<file path="src/rtl/pipe_ctrl_pkg.sv">
// pipe_ctrl_pkg: shared select encodings, pipeline slot shadow type and forward-select rule.
package pipe_ctrl_pkg;
  localparam int REG_W = 5;
  localparam logic [1:0] FWD_REG = 2'b00;
  localparam logic [1:0] FWD_MEM = 2'b01;
  localparam logic [1:0] FWD_WB  = 2'b10;
  typedef struct packed {
    logic             v;
    logic             wreg;
    logic             m2reg;
    logic [REG_W-1:0] dest;
  } slot_t;
  localparam slot_t SLOT_NONE = '0;
  // A load still in EX cannot feed the next consumer; it can once it reaches MEM (as WB data).
  function automatic logic [1:0] fwd_sel(input logic u, input logic [REG_W-1:0] r,
                                         input slot_t ex, input slot_t mem,
                                         input logic [REG_W-1:0] rz);
    return (!u || r == rz) ? FWD_REG :
           (ex.v && ex.wreg && !ex.m2reg && r == ex.dest) ? FWD_MEM :
           (mem.v && mem.wreg && r == mem.dest) ? FWD_WB : FWD_REG;
  endfunction
endpackage

</file>
<file path="src/rtl/sat_counter.sv">
// sat_counter: event counter that sticks at all-ones instead of wrapping.
module sat_counter #(
  parameter int W = 16
) (
  input  logic         clk,
  input  logic         rst_n,
  input  logic         inc,
  output logic [W-1:0] count
);
  logic [W-1:0] count_q, count_d;
  always_comb count_d = (inc && !(&count_q)) ? count_q + 1'b1 : count_q;
  always_ff @(posedge clk) begin
    if (!rst_n) count_q <= '0;
    else count_q <= count_d;
  end
  assign count = count_q;
endmodule

</file>
<file path="src/rtl/hazard_fwd_ctrl.sv">
// hazard_fwd_ctrl: EX forwarding selects, load-use stall and taken-branch squash.
module hazard_fwd_ctrl import pipe_ctrl_pkg::*; #(
  parameter int               CNT_W = 16,
  parameter logic [REG_W-1:0] RZERO = 5'd0
) (
  input  logic             clk,
  input  logic             rst_n,
  input  logic             id_valid,
  input  logic [REG_W-1:0] id_rs,
  input  logic [REG_W-1:0] id_rt,
  input  logic             id_use_rs,
  input  logic             id_use_rt,
  input  logic             id_wreg,
  input  logic             id_m2reg,
  input  logic [REG_W-1:0] id_dest,
  input  logic             ex_branch_taken,
  output logic [1:0]       ex_fwa,
  output logic [1:0]       ex_fwb,
  output logic             stall,
  output logic             flush_ifid,
  output logic             bubble_idex,
  output logic [CNT_W-1:0] stall_count,
  output logic [CNT_W-1:0] flush_count
);
  slot_t      ex_s_q, ex_s_d, mem_s_q;
  logic [1:0] fwa_q, fwa_d, fwb_q, fwb_d;
  logic       luse;
  always_comb begin
    luse = id_valid && ex_s_q.v && ex_s_q.m2reg && ex_s_q.dest != RZERO &&
           ((id_use_rs && id_rs == ex_s_q.dest) || (id_use_rt && id_rt == ex_s_q.dest));
    flush_ifid  = ex_branch_taken;
    stall       = luse && !ex_branch_taken;
    bubble_idex = stall || ex_branch_taken || !id_valid;
    ex_s_d = bubble_idex ? SLOT_NONE
                         : slot_t'{v: 1'b1, wreg: id_wreg, m2reg: id_m2reg, dest: id_dest};
    fwa_d  = bubble_idex ? FWD_REG : fwd_sel(id_use_rs, id_rs, ex_s_q, mem_s_q, RZERO);
    fwb_d  = bubble_idex ? FWD_REG : fwd_sel(id_use_rt, id_rt, ex_s_q, mem_s_q, RZERO);
  end
  always_ff @(posedge clk) begin
    if (!rst_n) begin
      ex_s_q  <= SLOT_NONE;
      mem_s_q <= SLOT_NONE;
      fwa_q   <= FWD_REG;
      fwb_q   <= FWD_REG;
    end else begin
      ex_s_q  <= ex_s_d;
      mem_s_q <= ex_s_q;
      fwa_q   <= fwa_d;
      fwb_q   <= fwb_d;
    end
  end
  assign ex_fwa = fwa_q;
  assign ex_fwb = fwb_q;
  sat_counter #(.W(CNT_W)) u_stall_cnt (
    .clk(clk), .rst_n(rst_n), .inc(stall), .count(stall_count)
  );
  sat_counter #(.W(CNT_W)) u_flush_cnt (
    .clk(clk), .rst_n(rst_n), .inc(ex_branch_taken), .count(flush_count)
  );
endmodule

</file>
<file path="config.mk">
export PLATFORM = sky130hd
export DESIGN_NAME = hazard_fwd_ctrl
export DESIGN_NICKNAME = d
export VERILOG_FILES = /design/src/rtl/pipe_ctrl_pkg.sv /design/src/rtl/sat_counter.sv /design/src/rtl/hazard_fwd_ctrl.sv
export SDC_FILE = /design/constraint.sdc
export NUM_CORES = 1
export LEC_CHECK = 0
export BUFFER_PORTS_ARGS = -buffer_cell sky130_fd_sc_hd__buf_4
export CAP_MARGIN = 0
export CORE_UTILIZATION = 35
export CTS_CLUSTER_SIZE = 25
export DETAILED_ROUTE_END_ITERATION = 10
export PLACE_DENSITY = 0.56
export SKIP_CTS_REPAIR_TIMING = 1
export SYNTH_ARGS = -nofsm -noshare
export SYNTH_HDL_FRONTEND = slang
export SYNTH_SLANG_ARGS = --single-unit
</file>
<file path="constraint.sdc">
create_clock -name clk -period 1.55 [get_ports clk]
set_input_delay 0.2325 -clock clk [delete_from_list [all_inputs] [get_ports clk]]
set_output_delay 0.2325 -clock clk [all_outputs]
set_load 0.05 [all_outputs]
</file>
==> results of run 1 <==
[cell type report]
class | instances | area, µm²
Clock buffer | 8 | 101.3
Fill cell | 595 | 2768
Inverter | 6 | 26.28
Multi-Input combinational cell | 212 | 1615
Sequential cell | 51 | 1130
Tap cell | 96 | 120.1
Timing Repair Buffer | 138 | 1109
[cells in the final DEF (no fill, tap or decap), drive strengths merged, types with 2 or more instances in the layout]
cell and n:
o211ai 5, nor4 8, nand3 7, dfxtp 51, or3 4, buf 137
or4 11, nor2 21, and2 7, nor3 9, a21oi 10, nand3b 2
nand2 23, nor2b 2, nand4 13, o31ai 8, mux2i 10, nand2b 8
and3 13, xor2 26, xnor2 4, and4 3, o21ai 5, ha 2
inv 5, clkbuf 9
[routing by layer]
metal / part of all wire, % / up-vias
li1: - / 1285
met1: 48 / 1174
met2: 47 / 46
met3: 3.7 / 7
met4: 0.93 / 0
met5: 0 / -
[worst max-delay path, stage by stage, from the launching register on]
cell and delay (ns):
dfxtp_2 0.35, or4_4 0.54, o211ai_4 0.25, o21a_4 0.18, clkinvlp_4 0.08, buf_8 0.15
[registers in the layout (all words and copies together) (netlist names)]
signal / flops
ex_fwa: 2
mem_s_q: 7
u_stall_cnt.count: 16
ex_s_q: 8
u_flush_cnt.count: 16
ex_fwb: 2
[path summary, 6_finish.rpt]
| path | start | to | slack, ns | depth (start not counted) |
|---|---|---|---|---|
| max | ex_s_q[1]$_SDFF_PP0_ | bubble_idex | -0.53 | 5 |
| min reg2reg | mem_s_q[6]$_SDFF_PN0_ | ex_fwa[1]$_SDFF_PP0_ | 0.47 | 2 |
| max reg2reg | ex_s_q[2]$_SDFF_PP0_ | u_stall_cnt.count[15]$_SDFFE_PN0P_ | -0.43 | 6 |
| min | id_wreg | ex_s_q[6]$_SDFF_PP0_ | 0.17 | 2 |
[power breakdown]
group          internal (mW)  switching, mW
logic                  0.141          0.150
clock network          0.419          0.429
registers               1.29         0.0176
total                   1.85          0.597
[stage by stage]
stage / hold WS [ns] / TNS [ns] / instance area, µm² / std cells
after floorplan: 0.3772 / -2.566 / 2668 / 280
after global placement: 0.4510 / -5.837 / 3685 / 493
after detailed placement: 0.4560 / -6.496 / 3685 / 493
after CTS: 0.1502 / -6.864 / 3786 / 501
after global routing: 0.1468 / -10.59 / 4101 / 511
final: 0.1651 / -8.359 / 4101 / 511
[cells by family (layout without fill, tap and decap cells)]
family | count (synthesis) | in the layout
AND/OR/NAND/NOR | 133 | 133
flip-flops | 51 | 51
AO/OA/AOI/OAI | 37 | 37
XOR/XNOR | 30 | 30
buffers and inverters | 17 | 152
multiplexers | 10 | 10
adder cells (fa/ha/maj) | 2 | 2
==> impl_metrics.csv, run 1 <==
group,metric,value,unit
timing,finalSetupViolations,30,
critical_path,start_kind,"flip-flop",
logic_synthesis,syn_inst,280,
floorplan,start_util,36.50,%
critical_path,cp-end-kind,"output pin",
drt,dr.pass1.iters,4,
logic_synthesis,synth_top_area_share,40.72,%
pwr,power,2.443,mW
finish,area_growth,63.57,%
finish,final_util,59.71,%
logic_synthesis,synthTopCellsByArea,"dfxtp_1, xor2_1, mux2i_1",
timing,finalCriticalPeriod,2.079,ns
logic_synthesis,synth-main-ff-cell,"dfxtp_1",
critical_path,path_max_fanout,4,
logic_synthesis,yosys_warnings,0,
clocking,h-tree-depth,2,
logic_synthesis,avgSynthCellArea,8.955,µm²
logic_synthesis,yosys.area_share.simple,29.29,%
pwr,cellPowerDensity,595.6,nW/µm²
timing,hold_viol,0,
global_routing,grt_max_degree,27,
timing,finalCritPeriodShare,134.1,%
timing,slew_viol_final,0,
logic_synthesis,synth_edf_count,0,
drt,drc,0,
place,place_ws,-0.2987,ns
floorplan,io_pins,62,
status,violations,"setup timing",
logic_synthesis,ys_ff_latch,51,
critical_path,cp_data_required_time,1.32,ns
clocking,cts_inserted_buffers,5,
logic_synthesis,synth_mux_area_share,3.992,%
timing,fmax,481.0,MHz
logic_synthesis,synthArstFlopShare,0,%
floorplan,die_area,7506,µm²
floorplan,fp.dieW,86.64,µm
clocking,clock_path_buffers,2,
global_routing,grtUsageTotal,18.20,%
logic_synthesis,synth_xor_area_share,10.48,%
finish,nets,439,
floorplan,rows,30,
timing,tightest_slew,0.3040,ns
global_routing,grt-busiest-layer,"met2",
finish,diodes,0,
timing,fin_skew,0.01369,ns
logic_synthesis,synth_common_cells,"dfxtp_1, xor2_1, nand2_1, nor2_1",
clocking,path_clk_slew,0.08,ns
logic_synthesis,synth_top_family_by_area,"simple AND/OR/NAND/NOR gates",
clocking,cts_tree,"done",
timing,rsz0062_at_grt,"yes",
hold_path,min_path_type,"input pin to flip-flop",
global_routing,grtUsageMet2,29.00,%
logic_synthesis,yosysTopAreaCell,"dfxtp_1",
logic_synthesis,syn-cell-area,2507,µm²
clocking,ctsRootBufferMaster,"clkbuf_8",
global_routing,globalRouteMet1Util,25.47,%
global_routing,grt.overflow.total,0,
drt,drt_iter0_markers,64,
place,port_buffers,61,
timing,slew_headroom,79.56,%
global_routing,grt_first_pass_wirelength,10.77,mm
status,status,"finished, violations left",
global_routing,grt_pass1_vias,2388,
logic_synthesis,yosysMostFrequentCell,"dfxtp_1",
drt,antenna_left,0,
logic_synthesis,synthAdderAreaFrac,0.9980,%
pwr,power.leakage,1.787,nW
place,routabilityCongestion,0.8224,
critical_path,crit_type,"flip-flop to output pin",
logic_synthesis,yosysSeqAreaShare,40.72,%
drt,viasPerCell,4.916,
clocking,clock_sinks,51,
place,hpwl,4.951,mm
logic_synthesis,synthDistinctLibCells,43,
clocking,insertion_delay,0.30,ns
logic_synthesis,synth_compound_area_share,10.73,%
drt,vias,2512,
finish,final_layout_size_suffix_gt1_share,53.25,%
drt,routedWlPerCell,13.62,µm
critical_path,cp_data_arrival_time,1.85,ns
drt,finalWirelength,6.961,mm
flow_run,cap_viol_max_count,0,
pwr,peakVddDrop,387.2,µV
logic_synthesis,syn_nets,305,
timing,worst_slack,-0.5290,ns
global_routing,antenna_found_initial,0,
global_routing,met3_usage,3.238,%
floorplan,die_h,86.64,µm
floorplan,core-area,6869,µm²
(Power assumes the default switching activity.)
==> run 2, diff against run 1 <==
--- a/config.mk
+++ b/config.mk
@@ -10,7 +10,8 @@
 export CORE_UTILIZATION = 35
 export CTS_CLUSTER_SIZE = 25
 export DETAILED_ROUTE_END_ITERATION = 10
-export PLACE_DENSITY = 0.56
+export PLACE_DENSITY = 0.54
+export RECOVER_POWER = 50
 export SKIP_CTS_REPAIR_TIMING = 1
 export SYNTH_ARGS = -nofsm -noshare
 export SYNTH_HDL_FRONTEND = slang
==> constraint.sdc (replaced) <==
create_clock -name clk -period 2.5 [get_ports clk]
set_input_delay 0.375 -clock clk [delete_from_list [all_inputs] [get_ports clk]]
set_output_delay 0.375 -clock clk [all_outputs]
set_load 0.05 [all_outputs]
==> run 2 against run 1 <==
Against the previous run: the run now ends clean; sequential power decreased by 36%; routed wire length decreased by 14%; final cell count decreased by 14%; sequential share of layout area increased by 6.6 points; core utilization decreased by 16 points; setup slack improved by 0.65 ns; design area decreased by 27%; clock-buffer cell count decreased by 2; power decreased by 41%; clock skew decreased by 0.0055 ns; first-iteration DRC count increased by 36%.
==> impl_metrics.csv, run 2 (synthesis gave the netlist of run 1 again) <==
group,metric,value,unit
finish,diodes,0,
place,port_buffers,61,
critical_path,crit_path_top_delay_cell,"or4_4",
drt,routedWlPerCell,13.64,µm
clocking,insertion_delay,0.30,ns
global_routing,antenna_found_initial,0,
critical_path,rr_worst_depth,6,
pwr,cellPowerDensity,482.0,nW/µm²
drt,finalWirelength,5.975,mm
place,hpwl,4.317,mm
timing,finalSetupViolations,0,
timing,finalCritPeriodShare,95.22,%
finish,fin_cells,438,
drt,vias,2197,
timing,rsz0062_at_grt,"no",
finish,final_common_cell,"dfxtp_1",
clocking,path_clk_slew,0.09,ns
drt,viasPerCell,5.016,
critical_path,cp_top_family,"simple AND/OR/NAND/NOR gates",
critical_path,path_max_fanout,9,
drt,drc,0,
place,routabilityCongestion,0.8310,
timing,slew_viol_final,0,
floorplan,core-area,6869,µm²
finish,nets,366,
critical_path,cp_data_required_time,2.12,ns
global_routing,grtUsageTotal,16.68,%
critical_path,reg2reg_to,"u_stall_cnt.count[5]$_SDFFE_PN0P_",
timing,fmax,420.1,MHz
global_routing,grt.overflow.total,0,
finish,fin_area,2989,µm²
timing,finalCriticalPeriod,2.381,ns
drt,dr.pass1.iters,4,
critical_path,start_kind,"flip-flop",
global_routing,grt_first_pass_wirelength,9.963,mm
floorplan,rows,30,
timing,fin_skew,0.008156,ns
clocking,h-tree-depth,2,
timing,hold_viol,0,
pwr,power.leakage,1.084,nW
hold_path,min_from,"id_m2reg",
clocking,cts_inserted_buffers,5,
drt,antenna_left,0,
finish,layout.cells.most_common_list,"dfxtp_1, clkbuf_1, buf_4, xor2_1, nand2_1",
clocking,clock_path_buffers,2,
finish,area_growth,19.21,%
pwr,peakVddDrop,174.7,µV
clocking,clock_sinks,51,
critical_path,crit_type,"flip-flop to output pin",
place,place_area,3043,µm²
drt,drt_iter0_markers,87,
status,status,"finished clean",
timing,slew_headroom,44.04,%
finish,final_util,43.52,%
place,dp.cells,430,
critical_path,cp_data_arrival_time,2.01,ns
critical_path,timing.rr.start,"ex_s_q[3]$_SDFF_PP0_",
floorplan,die_area,7506,µm²
floorplan,die_h,86.64,µm
clocking,ctsRootBufferMaster,"clkbuf_8",
critical_path,cp-end-kind,"output pin",
hold_path,min_to,"ex_s_q[5]$_SDFF_PP0_",
critical_path,path_depth,5,
hold_path,holdPathStages,2,
hold_path,min_path_type,"input pin to flip-flop",
global_routing,grt_max_degree,35,
timing,finalSetupTns,0,ns
floorplan,start_util,36.50,%
timing,tightest_slew,0.8385,ns
flow_run,cap_viol_max_count,0,
clocking,cts_tree,"done",
critical_path,timing.critical_path.cells,"or4_4 > o211ai_4 > o21a_1 > inv_1 > buf_4",
finish,final_layout_size_suffix_gt1_share,11.99,%
critical_path,worstPathBufferInverterCount,2,
global_routing,grt_pass1_vias,2091,
critical_path,max_stage_delay,0.56,ns
critical_path,rrSetupSlack,0.46,ns
floorplan,io_pins,62,
floorplan,fp.dieW,86.64,µm
-- run 2: cell count changes in the layout (fill, tap and decap cells not counted), sizes merged --
| cell | previous run | this run |
|---|---|---|
| inv | 5 | 6 |
| buf | 137 | 28 |
| clkinv | 0 | 1 |
| clkbuf | 9 | 43 |
-- run 2: worst max path at each step --
stage / startpoint / to
after detailed placement: id_rt[3] / u_stall_cnt.count[14]$_SDFFE_PN0P_
final: ex_s_q[1]$_SDFF_PP0_ / bubble_idex
after global routing: ex_s_q[1]$_SDFF_PP0_ / bubble_idex
after global placement: id_rt[3] / u_stall_cnt.count[15]$_SDFFE_PN0P_
after CTS: ex_s_q[1]$_SDFF_PP0_ / bubble_idex
after floorplan: id_rt[3] / stall
-- run 2: final cells by class --
cell class                 count  area, µm²
multi-input combinational    212       1391
timing repair buffer          65      349.1
clock buffer                   6      72.57
clock inverter                 2      12.51
sequential                    51       1021
inverter                       6      22.52
fill                         721       3880
tap                           96      120.1
-- run 2: metrics by stage --
| stage | worst slack [ns] | hold slack (ns) | total power [mW] |
|---|---|---|---|
| 2_1_floorplan | 0.1947 | 0.4300 | 0.9294 |
| 5_1_grt | 0.01846 | 0.2873 | 1.506 |
| 6_report | 0.1194 | 0.3007 | 1.441 |
| 3_5_place_dp | 0.3793 | 0.4615 | 0.9872 |
| 4_1_cts | 0.06829 | 0.2830 | 1.467 |
| 3_3_place_gp | 0.4117 | 0.4471 | 0.9868 |
-- run 2: metal layers --
metal | share of wire (%) | track usage (%)
met1 | 49 | 22.16
met3 | 4.2 | 3.905
met4 | 0.50 | 4.697
met2 | 46 | 27.06
met5 | 0 | 0
-- run 2: worst register-to-register path, delay by kind of cell, from the launching register on --
kind	cells	cell delay, ns
flops	1	0.36
simple gates	2	0.86
compound gates	2	0.34
xor+xnor	1	0.17
buf+inv	1	0.24
-- run 2: power by group --
| group | leakage (nW) | total, mW | internal (mW) | switching [mW] |
|---|---|---|---|---|
| combinational | 0.631 | 0.132 | 0.0535 | 0.0781 |
| sequential | 0.412 | 0.831 | 0.821 | 0.0102 |
| clock | 0.0412 | 0.478 | 0.197 | 0.281 |
| total | 1.08 | 1.44 | 1.07 | 0.370 |
==> run 3, diff against run 2 <==
--- a/config.mk
+++ b/config.mk
@@ -12,6 +12,7 @@
 export DETAILED_ROUTE_END_ITERATION = 10
 export PLACE_DENSITY = 0.54
 export RECOVER_POWER = 50
+export SETUP_SLACK_MARGIN = 0.2
 export SKIP_CTS_REPAIR_TIMING = 1
 export SYNTH_ARGS = -nofsm -noshare
 export SYNTH_HDL_FRONTEND = slang
==> run 3 against run 2 <==
Against the previous run: core utilization rose by 1.4 points; clock-buffer cell count did not move; critical path type unchanged; clock power rose by 23%; clock skew fell by 0.0026 ns; highest routed layer unchanged; die area did not move; critical endpoint unchanged; routed wire length fell by 2.6%; sequential cell count did not move; register-to-register slack improved by 0.06 ns; first-iteration DRC count fell by 9.2%; setup slack improved by 0.12 ns.
==> impl_metrics.csv, run 3 (synthesis gave the netlist of run 1 again) <==
group,metric,value,unit
status,status,"finished clean",
pwr,power.leakage,1.128,nW
drt,drt-met1-wl,2.829,mm
flow_run,cap_viol_max_count,0,
drt,finalWirelength,5.819,mm
pwr,p_seq_share,53.4,%
drt,antenna_left,0,
clocking,cts_inserted_buffers,5,
floorplan,fp.dieW,86.64,µm
critical_path,max_stage_delay,0.55,ns
global_routing,grt_first_pass_wirelength,9.597,mm
clocking,clock_sinks,51,
pwr,switching_power,0.3540,mW
global_routing,grt.overflow.total,0,
floorplan,die_area,7506,µm²
floorplan,rows,30,
timing,fmax,443.1,MHz
finish,fin_area,3084,µm²
timing,slew_headroom,45.80,%
timing,hold_viol,0,
global_routing,grt_max_degree,35,
place,routabilityCongestion,0.8123,
clocking,path_clk_slew,0.09,ns
global_routing,grt_pass1_vias,2093,
hold_path,holdPathStages,2,
pwr,p_int,1.201,mW
pwr,power,1.555,mW
finish,fin_cells,441,
clocking,insertion_delay,0.30,ns
place,port_buffers,61,
floorplan,start_util,36.50,%
clocking,h-tree-depth,2,
drt,vias,2255,
floorplan,die_h,86.64,µm
timing,slew_viol_final,0,
critical_path,cp-end-kind,"output pin",
clocking,cts_tree,"done",
critical_path,crit_type,"flip-flop to output pin",
pwr,p_sw_share,22.77,%
critical_path,cp_data_required_time,2.12,ns
pwr,pwr-share-comb,8.7,%
timing,finalCriticalPeriod,2.257,ns
timing,finalSetupViolations,0,
drt,highest_layer,"met4",
timing,tightest_slew,0.8121,ns
drt,routedWlPerCell,13.20,µm
critical_path,cp_data_arrival_time,1.88,ns
timing,finalCritPeriodShare,90.26,%
place,hpwl,4.181,mm
drt,wl_met2,2.665,mm
finish,final_common_cell,"dfxtp_1",
global_routing,grtUsageTotal,16.14,%
place,dp.cells,430,
floorplan,core-area,6869,µm²
pwr,cellPowerDensity,504.0,nW/µm²
global_routing,antenna_found_initial,0,
finish,diodes,0,
drt,viasPerCell,5.113,
floorplan,io_pins,62,
drt,drc,0,
finish,layout.cells.most_common_list,"dfxtp_1, clkbuf_1, buf_4, xor2_1, nand2_1",
critical_path,crit_path_top_delay_cell,"or4_4",
timing,worst_slack,0.2434,ns
place,place_area,3045,µm²
finish,area_growth,23.00,%
hold_path,min_path_type,"input pin to flip-flop",
critical_path,path_max_fanout,6,
finish,nets,369,
critical_path,timing.critical_path.cells,"or4_4 > o211ai_4 > o21a_1 > inv_2 > buf_6",
timing,fin_skew,0.005525,ns
clocking,clock_path_buffers,2,
drt,dr.pass1.iters,4,
critical_path,rr_worst_depth,6,
timing,rsz0062_at_grt,"yes",
critical_path,start_kind,"flip-flop",
drt,met3_length,256,µm
place,place_ws,0.4133,ns
pwr,peakVddDrop,275.4,µV
drt,drt_iter0_markers,79,
pwr,clkPwrFrac,37.9,%
timing,finalSetupTns,0,ns
clocking,ctsRootBufferMaster,"clkbuf_8",
finish,final_layout_size_suffix_gt1_share,14.78,%
[run 3: critical path: cells and delay by family, from the launching register on]
kind                   cells  cell delay [ns]
AO/OA/AOI/OAI              2             0.50
buffers and inverters      2             0.19
flip-flops                 1             0.34
AND/OR/NAND/NOR            1             0.55
[run 3: power groups by stage]
stage	sequential [mW]	combinational (mW)	clock (mW)
detailed placement	0.850	0.135	0
CTS	0.832	0.136	0.620
global placement	0.851	0.134	0
finish	0.830	0.136	0.588
floorplan	0.860	0.0693	0
global route	0.832	0.149	0.651
[run 3: per-layer routing]
layer	track usage (%)	up-vias
met5	0	-
li1	-	1144
met2	25.32	54
met3	3.238	6
met1	21.89	1051
met4	6.061	0
[run 3: through the flow]
step	utilization, %	hold WS [ns]
after floorplan	-	0.4300
after global placement	44.34	0.4519
after detailed placement	44.34	0.4501
after CTS	46.05	0.2934
after global routing	44.90	0.2882
final	44.90	0.3037
[run 3: layout make-up]
class                      count  area (µm²)
inverter                       6       22.52
multi-input combinational    212        1406
timing repair buffer          68       391.6
sequential                    51        1026
fill                         712        3785
clock buffer                   6       82.58
tap                           96       120.1
clock inverter                 2       35.03
[run 3: path summary, 6_finish.rpt]
kind,endpoint,start,slack [ns]
worst min-delay path,ex_s_q[1]$_SDFF_PP0_,id_dest[1],0.30
worst max-delay path,bubble_idex,ex_s_q[2]$_SDFF_PP0_,0.24
worst min register to register,ex_fwb[1]$_SDFF_PP0_,mem_s_q[6]$_SDFF_PN0_,0.46
worst max register to register,u_stall_cnt.count[1]$_SDFFE_PN0P_,ex_s_q[2]$_SDFF_PP0_,0.52
